### src/rtl/mem_wb_stage_pkg.sv
// Shared encodings and widths for the MEM/WB stage and its watchdog.
package mem_wb_stage_pkg;

  localparam int unsigned XLEN          = 32;
  localparam int unsigned REG_AW        = 5;
  localparam int unsigned WD_W          = 8;
  localparam int unsigned TIMEOUT_LIMIT = 255;

  typedef enum logic [1:0] {
    COND_FLUSH = 2'd0,
    COND_LOAD  = 2'd1,
    COND_HOLD  = 2'd2
  } cond_e;

  typedef enum logic [1:0] {
    MTR_ALU = 2'd0,
    MTR_MEM = 2'd1,
    MTR_PC  = 2'd2
  } memtoreg_e;

  typedef enum logic {
    ST_IDLE = 1'b0,
    ST_WAIT = 1'b1
  } state_e;

  // MEM/WB pipeline register payload
  typedef struct packed {
    logic [1:0]        memtoreg;
    logic              regwrite;
    logic [XLEN-1:0]   alu;
    logic [XLEN-1:0]   memdata;
    logic [REG_AW-1:0] rd;
    logic [XLEN-1:0]   pc;
  } mem_wb_t;

endpackage

### src/rtl/mem_wb_stage_watchdog.sv
// Wait-state cycle counter; expired_c flags the cycle that completes TIMEOUT_LIMIT WAIT cycles.
module mem_watchdog
  import mem_wb_stage_pkg::*;
(
  input  logic clk,
  input  logic reset,
  input  logic start,
  input  logic active,
  output logic expired_c
);

  logic [WD_W-1:0] cnt_q;

  // cnt_q + 1 is the number of WAIT cycles including the current one
  assign expired_c = active && (WD_W'(cnt_q + WD_W'(1)) == WD_W'(TIMEOUT_LIMIT));

  always_ff @(posedge clk or negedge reset) begin
    if (!reset) begin
      cnt_q <= '0;
    end else if (start) begin
      cnt_q <= '0;
    end else if (active && !expired_c) begin
      cnt_q <= cnt_q + WD_W'(1);
    end
  end

endmodule

### src/rtl/mem_wb_stage.sv
// MEM/WB pipeline stage: data-memory access FSM plus MEM/WB output register.
// Optional wait-state timeout enabled by defining MEM_TIMEOUT_EN.
module mem_wb_stage
  import mem_wb_stage_pkg::*;
(
  input  logic              clk,
  input  logic              reset,
  input  logic [1:0]        condition,
  input  logic [1:0]        memtoreg,
  input  logic              memwrite,
  input  logic              memread,
  input  logic              regwrite,
  input  logic [XLEN-1:0]   ALUresult,
  input  logic [XLEN-1:0]   Readdata2,
  input  logic [REG_AW-1:0] Regwriteaddress,
  input  logic [XLEN-1:0]   PCin,
  output logic              dmem_req,
  output logic              dmem_we,
  output logic [XLEN-1:0]   dmem_addr,
  output logic [XLEN-1:0]   dmem_wdata,
  input  logic              dmem_ready,
  input  logic [XLEN-1:0]   dmem_rdata,
  output logic              mem_stall,
  output logic              mem_error,
  output logic [1:0]        memtoregout,
  output logic              regwriteout,
  output logic [XLEN-1:0]   ALUresultout,
  output logic [XLEN-1:0]   Memdataout,
  output logic [REG_AW-1:0] Regwriteaddressout,
  output logic [XLEN-1:0]   PCout
);

  state_e          state_q, state_d;
  logic [XLEN-1:0] addr_q, wdata_q;
  logic            we_q;
  logic            flush_q;
  mem_wb_t         wb_q, wb_d, load_c;

  logic access, aligned, pending, misaligned, in_wait, enter_wait, stall_raw, timeout_c;

  assign access     = memread | memwrite;
  assign aligned    = (ALUresult[1:0] == 2'b00);
  assign in_wait    = (state_q == ST_WAIT);
  assign pending    = !in_wait && access && aligned;
  assign misaligned = !in_wait && access && !aligned;
  assign enter_wait = pending && !dmem_ready;
  assign stall_raw  = (pending || in_wait) && !dmem_ready;

`ifdef MEM_TIMEOUT_EN
  mem_watchdog u_watchdog (
    .clk       (clk),
    .reset     (reset),
    .start     (enter_wait),
    .active    (in_wait),
    .expired_c (timeout_c)
  );
`else
  assign timeout_c = 1'b0;
`endif

  // Stall is forced low while reset is asserted, even with a pending request on the inputs
  assign mem_stall = reset && stall_raw && !timeout_c;

  // Bus drive: live inputs on the first cycle, latched copy while waiting
  always_comb begin
    dmem_req   = 1'b0;
    dmem_we    = 1'b0;
    dmem_addr  = '0;
    dmem_wdata = '0;
    if (reset) begin
      if (in_wait) begin
        dmem_req   = 1'b1;
        dmem_we    = we_q;
        dmem_addr  = addr_q;
        dmem_wdata = wdata_q;
      end else if (pending) begin
        dmem_req   = 1'b1;
        dmem_we    = memwrite;
        dmem_addr  = ALUresult;
        dmem_wdata = Readdata2;
      end
    end
  end

  always_comb begin
    state_d = state_q;
    case (state_q)
      ST_IDLE: if (enter_wait) state_d = ST_WAIT;
      ST_WAIT: if (dmem_ready || timeout_c) state_d = ST_IDLE;
      default: state_d = ST_IDLE;
    endcase
  end

  // Output register next value; a flush seen during WAIT turns the completion into a bubble
  always_comb begin
    load_c.memtoreg = memtoreg;
    load_c.regwrite = regwrite;
    load_c.alu      = ALUresult;
    load_c.memdata  = memread ? dmem_rdata : '0;
    load_c.rd       = Regwriteaddress;
    load_c.pc       = PCin;
    wb_d            = wb_q;
    if (stall_raw || (in_wait && flush_q)) begin
      wb_d = '0;
    end else begin
      case (condition)
        COND_LOAD:  wb_d = misaligned ? '0 : load_c;
        COND_FLUSH: wb_d = '0;
        default:    wb_d = wb_q;
      endcase
    end
  end

  always_ff @(posedge clk or negedge reset) begin
    if (!reset) begin
      state_q   <= ST_IDLE;
      addr_q    <= '0;
      wdata_q   <= '0;
      we_q      <= 1'b0;
      flush_q   <= 1'b0;
      wb_q      <= '0;
      mem_error <= 1'b0;
    end else begin
      state_q <= state_d;
      wb_q    <= wb_d;
      if (enter_wait) begin
        addr_q  <= ALUresult;
        wdata_q <= Readdata2;
        we_q    <= memwrite;
      end
      if (state_d == ST_IDLE) begin
        flush_q <= 1'b0;
      end else if (condition == COND_FLUSH) begin
        flush_q <= 1'b1;
      end
      if (misaligned || timeout_c) begin
        mem_error <= 1'b1;
      end
    end
  end

  assign memtoregout        = wb_q.memtoreg;
  assign regwriteout        = wb_q.regwrite;
  assign ALUresultout       = wb_q.alu;
  assign Memdataout         = wb_q.memdata;
  assign Regwriteaddressout = wb_q.rd;
  assign PCout              = wb_q.pc;

endmodule

### config.mk
export PLATFORM = sky130hd
export DESIGN_NAME = mem_wb_stage
export DESIGN_NICKNAME = d
export VERILOG_FILES = /design/src/rtl/mem_wb_stage_pkg.sv /design/src/rtl/mem_wb_stage_watchdog.sv /design/src/rtl/mem_wb_stage.sv
export SDC_FILE = /design/constraint.sdc
export NUM_CORES = 1
export LEC_CHECK = 0
export BUFFER_PORTS_ARGS = -buffer_cell sky130_fd_sc_hd__buf_2
export CELL_PAD_IN_SITES_DETAIL_PLACEMENT = 2
export CELL_PAD_IN_SITES_GLOBAL_PLACEMENT = 2
export CORE_MARGIN = 5
export CORE_UTILIZATION = 32
export CTS_CLUSTER_DIAMETER = 200
export DETAILED_ROUTE_END_ITERATION = 7
export PLACE_DENSITY_LB_ADDON = 0.1
export RECOVER_POWER = 100
export SETUP_SLACK_MARGIN = 0.02
export SLEW_MARGIN = 20
export SYNTH_ARGS = -nofsm -noshare
export SYNTH_HDL_FRONTEND = slang
export SYNTH_SLANG_ARGS = --single-unit
### constraint.sdc
create_clock -name clk -period 8.4 [get_ports clk]
set_clock_uncertainty 0.2 [all_clocks]
set_input_delay 2.52 -clock clk [delete_from_list [all_inputs] [get_ports clk]]
set_output_delay 2.52 -clock clk [all_outputs]
set_load 0.02 [all_outputs]
==> results of run 1 <==
-- worst paths after layout --
kind	from	to	slack (ps)	cells after the start
setup / recovery	reset	dmem_addr[14]	990	5
hold / removal	wdata_q[19]	wdata_q[19]	290	1
setup reg to reg	in_wait	wdata_q[16]	3150	5
hold reg to reg	wdata_q[19]	wdata_q[19]	290	1
max in group asynchronous	reset	Memdataout[24]	4530	2
min in group asynchronous	reset	Memdataout[25]	2000	1
-- critical path: stages --
cell      delay, ps
clkbuf_1        650
nor4b_1         440
buf_4           610
a22o_1          220
buf_2           170
-- sequential cells by signal, summed over array words and instances, names as in the netlist --
name                count
ALUresultout           32
Memdataout             32
PCout                  32
addr_q                 32
wdata_q                32
Regwriteaddressout      5
memtoregout             2
flush_q                 1
in_wait                 1
mem_error               1
regwriteout             1
we_q                    1
-- stage by stage --
| stage | total power [mW] | cells | worst slack (ps) | utilization | area, um2 |
|---|---|---|---|---|---|
| 6_report | 2.13 | 1315 | 987 | 0.413 | 10000 |
| 3_5_place_dp | 1.38 | 1280 | 1550 | 0.396 | 9600 |
| 2_1_floorplan | 1.21 | 713 | 2050 | - | 7870 |
| 5_1_grt | 2.24 | 1315 | 753 | 0.413 | 10000 |
| 4_1_cts | 2.17 | 1312 | 1570 | 0.419 | 10200 |
| 3_3_place_gp | 1.37 | 1280 | 1610 | 0.396 | 9600 |
-- power groups by stage --
stage | Sequential (mW) | Clock, mW | Combinational (mW)
global placement | 0.995 | 0 | 0.372
CTS | 0.985 | 0.805 | 0.381
finish | 0.986 | 0.777 | 0.363
global route | 0.998 | 0.840 | 0.400
detailed placement | 1.00 | 0 | 0.380
floorplan | 1.02 | 0 | 0.196
-- placed cells by master (no fill, tap or decap), types with 2 or more instances in the layout --
cell type / instances
mux2_1: 26
nor2b_1: 3
inv_6: 3
buf_2: 204
a32oi_1: 2
inv_8: 2
nand2_1: 103
a21oi_1: 102
clkinv_4: 6
a22o_1: 62
nor2_1: 3
o211ai_1: 70
clkbuf_16: 17
buf_4: 10
diode_2: 3
o2111ai_1: 32
buf_12: 2
and3_1: 2
dfrtp_1: 172
clkbuf_1: 113
mux2_2: 37
-- cell families after synthesis --
logic type	Yosys count
AOI/OAI and AO/OA	274
DFF	172
buffers and inverters	83
muxes	63
and+or+nand+nor	121
-- final cells by class --
class | count | area, um2 | share of cell area
multi-input combinational | 458 | 3180 | 0.318
tap | 324 | 405 | 0.0405
sequential | 172 | 4300 | 0.430
clock inverter | 12 | 131 | 0.0131
clock buffer | 20 | 437 | 0.0436
timing repair buffer | 326 | 1550 | 0.155
antenna | 3 | 7.51 | 0.000750
-- metal layers --
metal / up-vias / GRT usage
met4: 12 / 0.0445
met2: 185 / 0.328
met5: - / 0
met3: 30 / 0.0794
li1: 3164 / -
met1: 3508 / 0.244
==> results.yml, run 1 <==
route:
  met2WireLength_um: 13900
  wl_um: 28000
  firstDrtPassIters: 6
  routed_via_density: 5.25
  post_drt_wl_per_cell_um: 21.3
  drt_iter0_drc: 360
  wl_met1_um: 11700
  highest_layer: "met5"
  detail-route-antenna-nets: 0
  vias: 6899
  dr_wl_met3_um: 2010
  drc: 0
placement:
  dpl.hpwl_um: 18600
  io_buffers: 314
  gp_congestion: 0.712
final_layout:
  fill_cells: 2731
  syn2layout_area_growth_pct: 27.3
  fin_nets: 1118
  drive_gt1_frac: 0.295
timing:
  fmax_mhz: 135
  finalSetupViolCount: 0
  fin_hold_ws_ps: 290
  drv_slew: 108
  min_period_ps: 7410
  fin_tns_setup_ps: 0
  tightest_slew_ps: 3780
  hold_violations: 0
  relSlewSlack: -1.52
  fin_crit_sh: 0.882
  rsz0062_at_grt: "no"
synth:
  syn_nets: 856
  yosysMostFrequentCell: "dfrtp_1"
  ys_seq_area_frac: 0.547
  synth_top_cell_area_share: 0.547
  synth_top_family_by_area: "compound AO/OA/AOI/OAI gates"
  synth_area_leader_cell: "dfrtp_1"
  synth_edf_count: 0
  syn_avg_cell_area_um2: 11.0
  async_reset_ff_frac: 1.00
  syn_inst: 713
  synthTopCellsByArea: "dfrtp_1 55%, a22o_1 6.9%, o211ai_1 6.7%"
  syn_area_um2: 7870
  synth-seq-cells: 172
  synth_simple_gate_area_frac: 0.0639
  synthFlopType: "dfrtp_1"
  synthXorXnorAreaFrac: 0
  synth_common_cells: "172 x dfrtp_1, 103 x nand2_1, 102 x a21oi_1, 70 x o211ai_1, 62 x a22o_1"
  synth_compound_area_frac: 0.247
  synth_warnings: 0
  synth-adder-area-share: 0
  yosysUniqueCellTypes: 32
  synthMuxAreaShare: 0.0902
worst_setup_path:
  worstPathRequired_ps: 5680
  end_kind: "output port"
  startpoint_type: "primary input"
  arrival_ps: 4690
  crit_fanout: 63
  criticalPathCategory: "primary input to output port"
clocking:
  cts_buffer_depth: 2
  post_cts_buffers: 0
  cts.sinks: 172
  path_clk_slew_ps: 70
  cts.htree.levels: 4
  cts_root_buffer: "clkbuf_16"
  hold_buffers: 0
  cts_tree: "done"
  cts_resized: 0
  numCtsBuffers: 17
  insertion_delay_ps: 420
power:
  p_per_area_nw_per_um2: 212
  p_clk_frac: 0.366
  swShare: 0.301
  p_leak_nw: 4.47
  seqPwrFrac: 0.464
  p_comb_frac: 0.171
  p_int_mw: 1.49
  net-switching-power_mw: 0.640
  ir_drop_mv: 0.128
outcome:
  violations: "capacitance limit, slew limit"
  status: "finished, violations left"
floorplanning:
  core_area_um2: 24200
  initial_utilization: 0.324
  fp.dieArea_um2: 27800
  ios: 315
  rows: 57
  dieWidth_um: 167
  chipHeight_um: 167
global_route:
  grt_overflow: 0
  grt_pass1_vias: 7695
  antenna_found_initial: 9
  grt_pass1_wl_um: 44300
  grt_usage: 0.198
  grt_max_degree: 164
min_path:
  hold_class: "register to register"
flow_run:
  maxCapViolCount: 2
No activity file was read; power rests on OpenSTA's default activity.
==> run 2: changes to the inputs <==
--- a/config.mk
+++ b/config.mk
@@ -8,8 +8,9 @@
 export BUFFER_PORTS_ARGS = -buffer_cell sky130_fd_sc_hd__buf_2
 export CELL_PAD_IN_SITES_DETAIL_PLACEMENT = 2
 export CELL_PAD_IN_SITES_GLOBAL_PLACEMENT = 2
-export CORE_MARGIN = 5
-export CORE_UTILIZATION = 32
+export CORE_MARGIN = 4
+export CORE_UTILIZATION = 33
+export CTS_BUF_LIST = sky130_fd_sc_hd__clkbuf_8
 export CTS_CLUSTER_DIAMETER = 200
 export DETAILED_ROUTE_END_ITERATION = 7
 export PLACE_DENSITY_LB_ADDON = 0.1
==> results.yml, run 2 (synthesis results as in run 1) <==
timing:
  drv_slew: 218
  min_period_ps: 7400
  relSlewSlack: -1.49
  fin_ws_ps: 998
  fmax_mhz: 135
  fin_tns_setup_ps: 0
  hold_violations: 0
  finalSetupViolCount: 0
  rsz0062_at_grt: "no"
  fin_crit_sh: 0.881
  tightest_slew_ps: 3740
outcome:
  status: "finished, violations left"
  violations: "capacitance limit, slew limit"
floorplanning:
  fp.dieArea_um2: 26400
  core_area_um2: 23500
  chipHeight_um: 162
  dieWidth_um: 162
  rows: 56
  ios: 315
  initial_utilization: 0.335
worst_setup_path:
  crit_path_cell_trace: "clkbuf_1 -> o21bai_1 -> nor4b_1 -> clkbuf_2 -> a22o_1 -> clkbuf_1"
  crit_path_frequent_cell: "clkbuf_1"
  max_stage_delay_ps: 890
  worstPathRequired_ps: 5680
  crit_buf_inv: 3
  arrival_ps: 4680
  end_kind: "output port"
  cp_slowest_cell: "clkbuf_2"
  startpoint_type: "primary input"
  criticalPathCategory: "primary input to output port"
  crit_fanout: 51
  cp_top_family: "buffers and inverters"
clocking:
  hold_buffers: 0
  cts_tree: "done"
  post_cts_buffers: 0
  path_clk_slew_ps: 90
  cts.htree.levels: 4
  cts_buffer_depth: 2
  numCtsBuffers: 17
  cts_root_buffer: "clkbuf_8"
  insertion_delay_ps: 450
  cts.sinks: 172
  cts_resized: 0
power:
  p_clk_frac: 0.326
  p_comb_frac: 0.180
  p_leak_nw: 4.15
  swShare: 0.309
  p_int_mw: 1.38
  p_per_area_nw_per_um2: 204
  seqPwrFrac: 0.494
  net-switching-power_mw: 0.617
  ir_drop_mv: 0.0808
route:
  wl_um: 28400
  post_drt_wl_per_cell_um: 21.7
  firstDrtPassIters: 4
  routed_via_density: 5.35
  vias: 7025
  drt_iter0_drc: 400
  detail-route-antenna-nets: 0
  drc: 0
final_layout:
  fin_nets: 1122
  drive_gt1_frac: 0.232
  layout_commonest_cell: "clkbuf_1"
  final_cell_mix: "174 x clkbuf_1, 172 x dfrtp_1, 144 x buf_2"
  syn2layout_area_growth_pct: 24.0
  fill_cells: 2689
  fin_util: 0.416
global_route:
  grt_overflow: 0
  antenna_found_initial: 7
  grt_max_degree: 81
  grt_usage: 0.212
  grt_pass1_wl_um: 44200
  grt_pass1_vias: 7539
placement:
  dpl.hpwl_um: 18800
  post-place-ws_ps: 1680
  io_buffers: 314
  gp_congestion: 0.772
min_path:
  hold_class: "register to register"
flow_run:
  maxCapViolCount: 6
-- run 2: cell types whose count changed in the layout (fill, tap and decap cells not counted), moves of 2 or more --
cell / before / now
clkbuf_1: 113 / 174
buf_2: 204 / 144
clkbuf_8: 0 / 19
clkbuf_16: 17 / 0
clkinv_4: 6 / 3
buf_12: 2 / 0
bufinv_16: 1 / 3
diode_2: 3 / 1
-- run 2: worst paths after layout --
path | from | endpoint | slack [ps] | depth (start not counted)
min | flush_q | flush_q | 290 | 1
max reg2reg | in_wait | ALUresultout[1] | 2770 | 6
min reg2reg | flush_q | flush_q | 290 | 1
min in group asynchronous | reset | wdata_q[18] | 2150 | 2
max | memwrite | dmem_addr[31] | 1000 | 6
max in group asynchronous | reset | Memdataout[20] | 1790 | 3
-- run 2: routing by layer --
metal | track usage | routed length [um] | part of all wire | up-vias
met5 | 0 | 64 | 0.0023 | -
met4 | 0.0581 | 683 | 0.024 | 12
met2 | 0.344 | 13500 | 0.47 | 219
li1 | - | - | - | 3173
met3 | 0.0769 | 2410 | 0.085 | 44
met1 | 0.269 | 11800 | 0.41 | 3577
-- run 2: power by group through the flow --
stage / Sequential, mW / Clock (mW) / Combinational (mW)
finish: 0.986 / 0.650 / 0.359
global route: 0.999 / 0.713 / 0.393
CTS: 0.986 / 0.672 / 0.383
detailed placement: 1.00 / 0 / 0.381
global placement: 0.998 / 0 / 0.373
floorplan: 1.02 / 0 / 0.196
-- run 2: final cells by class --
cell class	count	area (um2)	share of cell area
clock inverters	13	178	0.0182
clock buffers	19	262	0.0268
flip-flops and latches	172	4300	0.441
repair buffers	330	1460	0.150
diodes	1	2.50	0.000257
well taps	319	399	0.0409
multi-input cells	458	3150	0.323
-- run 2: stage by stage --
stage / area [um2] / std cells / total power, mW / hold WS (ps)
3_3_place_gp: 9600 / 1279 / 1.37 / 253
4_1_cts: 10000 / 1311 / 2.04 / 293
3_5_place_dp: 9600 / 1279 / 1.38 / 272
5_1_grt: 9750 / 1312 / 2.10 / 314
6_report: 9750 / 1312 / 1.99 / 290
2_1_floorplan: 7870 / 713 / 1.21 / 251
==> run 3: changes to the inputs <==
--- a/config.mk
+++ b/config.mk
@@ -13,7 +13,7 @@
 export CTS_BUF_LIST = sky130_fd_sc_hd__clkbuf_8
 export CTS_CLUSTER_DIAMETER = 200
 export DETAILED_ROUTE_END_ITERATION = 7
-export PLACE_DENSITY_LB_ADDON = 0.1
+export PLACE_DENSITY = 0.93
 export RECOVER_POWER = 100
 export SETUP_SLACK_MARGIN = 0.02
 export SLEW_MARGIN = 20
==> constraint.sdc (replaced) <==
create_clock -name clk -period 9.1 [get_ports clk]
set_clock_uncertainty 0.2 [all_clocks]
set_input_delay 2.73 -clock clk [delete_from_list [all_inputs] [get_ports clk]]
set_output_delay 2.73 -clock clk [all_outputs]
set_load 0.02 [all_outputs]
==> results.yml, run 3 (synthesis results as in run 1) <==
min_path:
  hold_start: "wdata_q[16]"
  hold_class: "register to register"
worst_setup_path:
  crit_path_cell_trace: "clkbuf_1 -> o21bai_1 -> nor4b_2 -> clkbuf_2 -> a22o_1 -> clkbuf_1"
  max_stage_delay_ps: 1100
  criticalPathCategory: "primary input to output port"
  end_kind: "output port"
  r2r-start: "in_wait"
  crit_fanout: 64
  cp_slowest_cell: "clkbuf_2"
  startpoint: "memread"
  cp_top_family: "buffers and inverters"
  arrival_ps: 5170
  crit_path_frequent_cell: "clkbuf_1"
  startpoint_type: "primary input"
  crit_buf_inv: 3
  worstPathRequired_ps: 6170
global_route:
  grt_usage: 0.219
  grt_pass1_wl_um: 46300
  antenna_found_initial: 5
  grt_pass1_vias: 7945
  grt_overflow: 0
  grt_max_degree: 87
timing:
  fin_hold_ws_ps: 305
  relSlewSlack: -1.62
  fin_ws_ps: 1000
  fin_tns_setup_ps: 0
  drv_slew: 286
  fmax_mhz: 124
  hold_violations: 0
  min_period_ps: 8100
  finalSetupViolCount: 0
  tightest_slew_ps: 3920
  fin_crit_sh: 0.890
  rsz0062_at_grt: "no"
final_layout:
  fill_cells: 2640
  syn2layout_area_growth_pct: 23.1
  layout_commonest_cell: "clkbuf_1"
  fin_util: 0.413
  fin_nets: 1118
  design_area_um2: 9690
  multi_input_area_um2: 3170
  stdcell_count: 1310
  drive_gt1_frac: 0.229
  seq_area_um2: 4300
  final_cell_mix: "174 x clkbuf_1, 172 x dfrtp_1, 141 x buf_2"
flow_run:
  maxCapViolCount: 4
route:
  drc: 0
  detail-route-antenna-nets: 0
  wl_um: 29300
  post_drt_wl_per_cell_um: 22.4
  drt_iter0_drc: 295
  vias: 7104
  routed_via_density: 5.42
  firstDrtPassIters: 4
clocking:
  path_clk_slew_ps: 100
  cts_tree: "done"
  cts.htree.levels: 4
  cts_resized: 0
  hold_buffers: 0
  post_cts_buffers: 0
  cts_root_buffer: "clkbuf_8"
  cts_buffer_depth: 2
  insertion_delay_ps: 430
  numCtsBuffers: 17
  cts.sinks: 172
placement:
  post-place-ws_ps: 1470
  dp_cells: 1275
  gp_congestion: 0.730
  dpl.hpwl_um: 19900
  place_area_um2: 9570
  io_buffers: 314
floorplanning:
  chipHeight_um: 162
  dieWidth_um: 162
  fp.dieArea_um2: 26400
  ios: 315
  initial_utilization: 0.335
  core_area_um2: 23500
  rows: 56
outcome:
  status: "finished, violations left"
  violations: "capacitance limit, slew limit"
power:
  finalPower_mw: 1.77
  p_per_area_nw_per_um2: 182
  ir_drop_mv: 0.0674
  p_leak_nw: 4.10
-- run 3: changes by cell type in the layout (fill, tap and decap cells not counted), moves of 2 or more --
cell,delta
buf_2,-3
buf_4,-3
bufinv_16,-3
clkinv_4,+2
clkinvlp_4,+2
diode_2,+2
inv_1,+2
-- run 3: power breakdown --
group | internal [mW] | leakage [nW] | total (mW) | switching, mW
clock | 0.202 | 0.182 | 0.516 | 0.314
sequential | 0.857 | 2.24 | 0.913 | 0.0555
combinational | 0.121 | 1.68 | 0.339 | 0.217
-- run 3: layer usage --
layer | up-vias | wire, um | track usage
li1 | 3153 | - | -
met1 | 3650 | 11900 | 0.267
met2 | 241 | 14500 | 0.375
met3 | 54 | 1980 | 0.0628
met4 | 6 | 839 | 0.0723
met5 | - | 41 | 0
-- run 3: path summary, 6_finish.rpt --
path	end	slack [ps]	cells past startpoint
setup / recovery	dmem_addr[12]	1000	6
hold / removal	wdata_q[16]	300	1
max in group asynchronous	ALUresultout[3]	2670	2
setup reg to reg	addr_q[26]	3250	6
hold reg to reg	wdata_q[16]	300	1
min in group asynchronous	Memdataout[13]	1950	1
-- run 3: layout make-up --
cell class | count | share of cell area
Antenna cell | 3 | 0.000775
Clock buffer | 18 | 0.0256
Clock inverter | 14 | 0.0118
Multi-Input combinational cell | 458 | 0.328
Sequential cell | 172 | 0.444
Tap cell | 319 | 0.0412
Timing Repair Buffer | 326 | 0.149
-- run 3: worst reg2reg max path: cells and delay by family, from the launching register on --
kind            cells  cell delay (ps)
buf+inv             3             4210
mux                 1              820
simple gates        1              -70
compound gates      1              240
flops               1              340
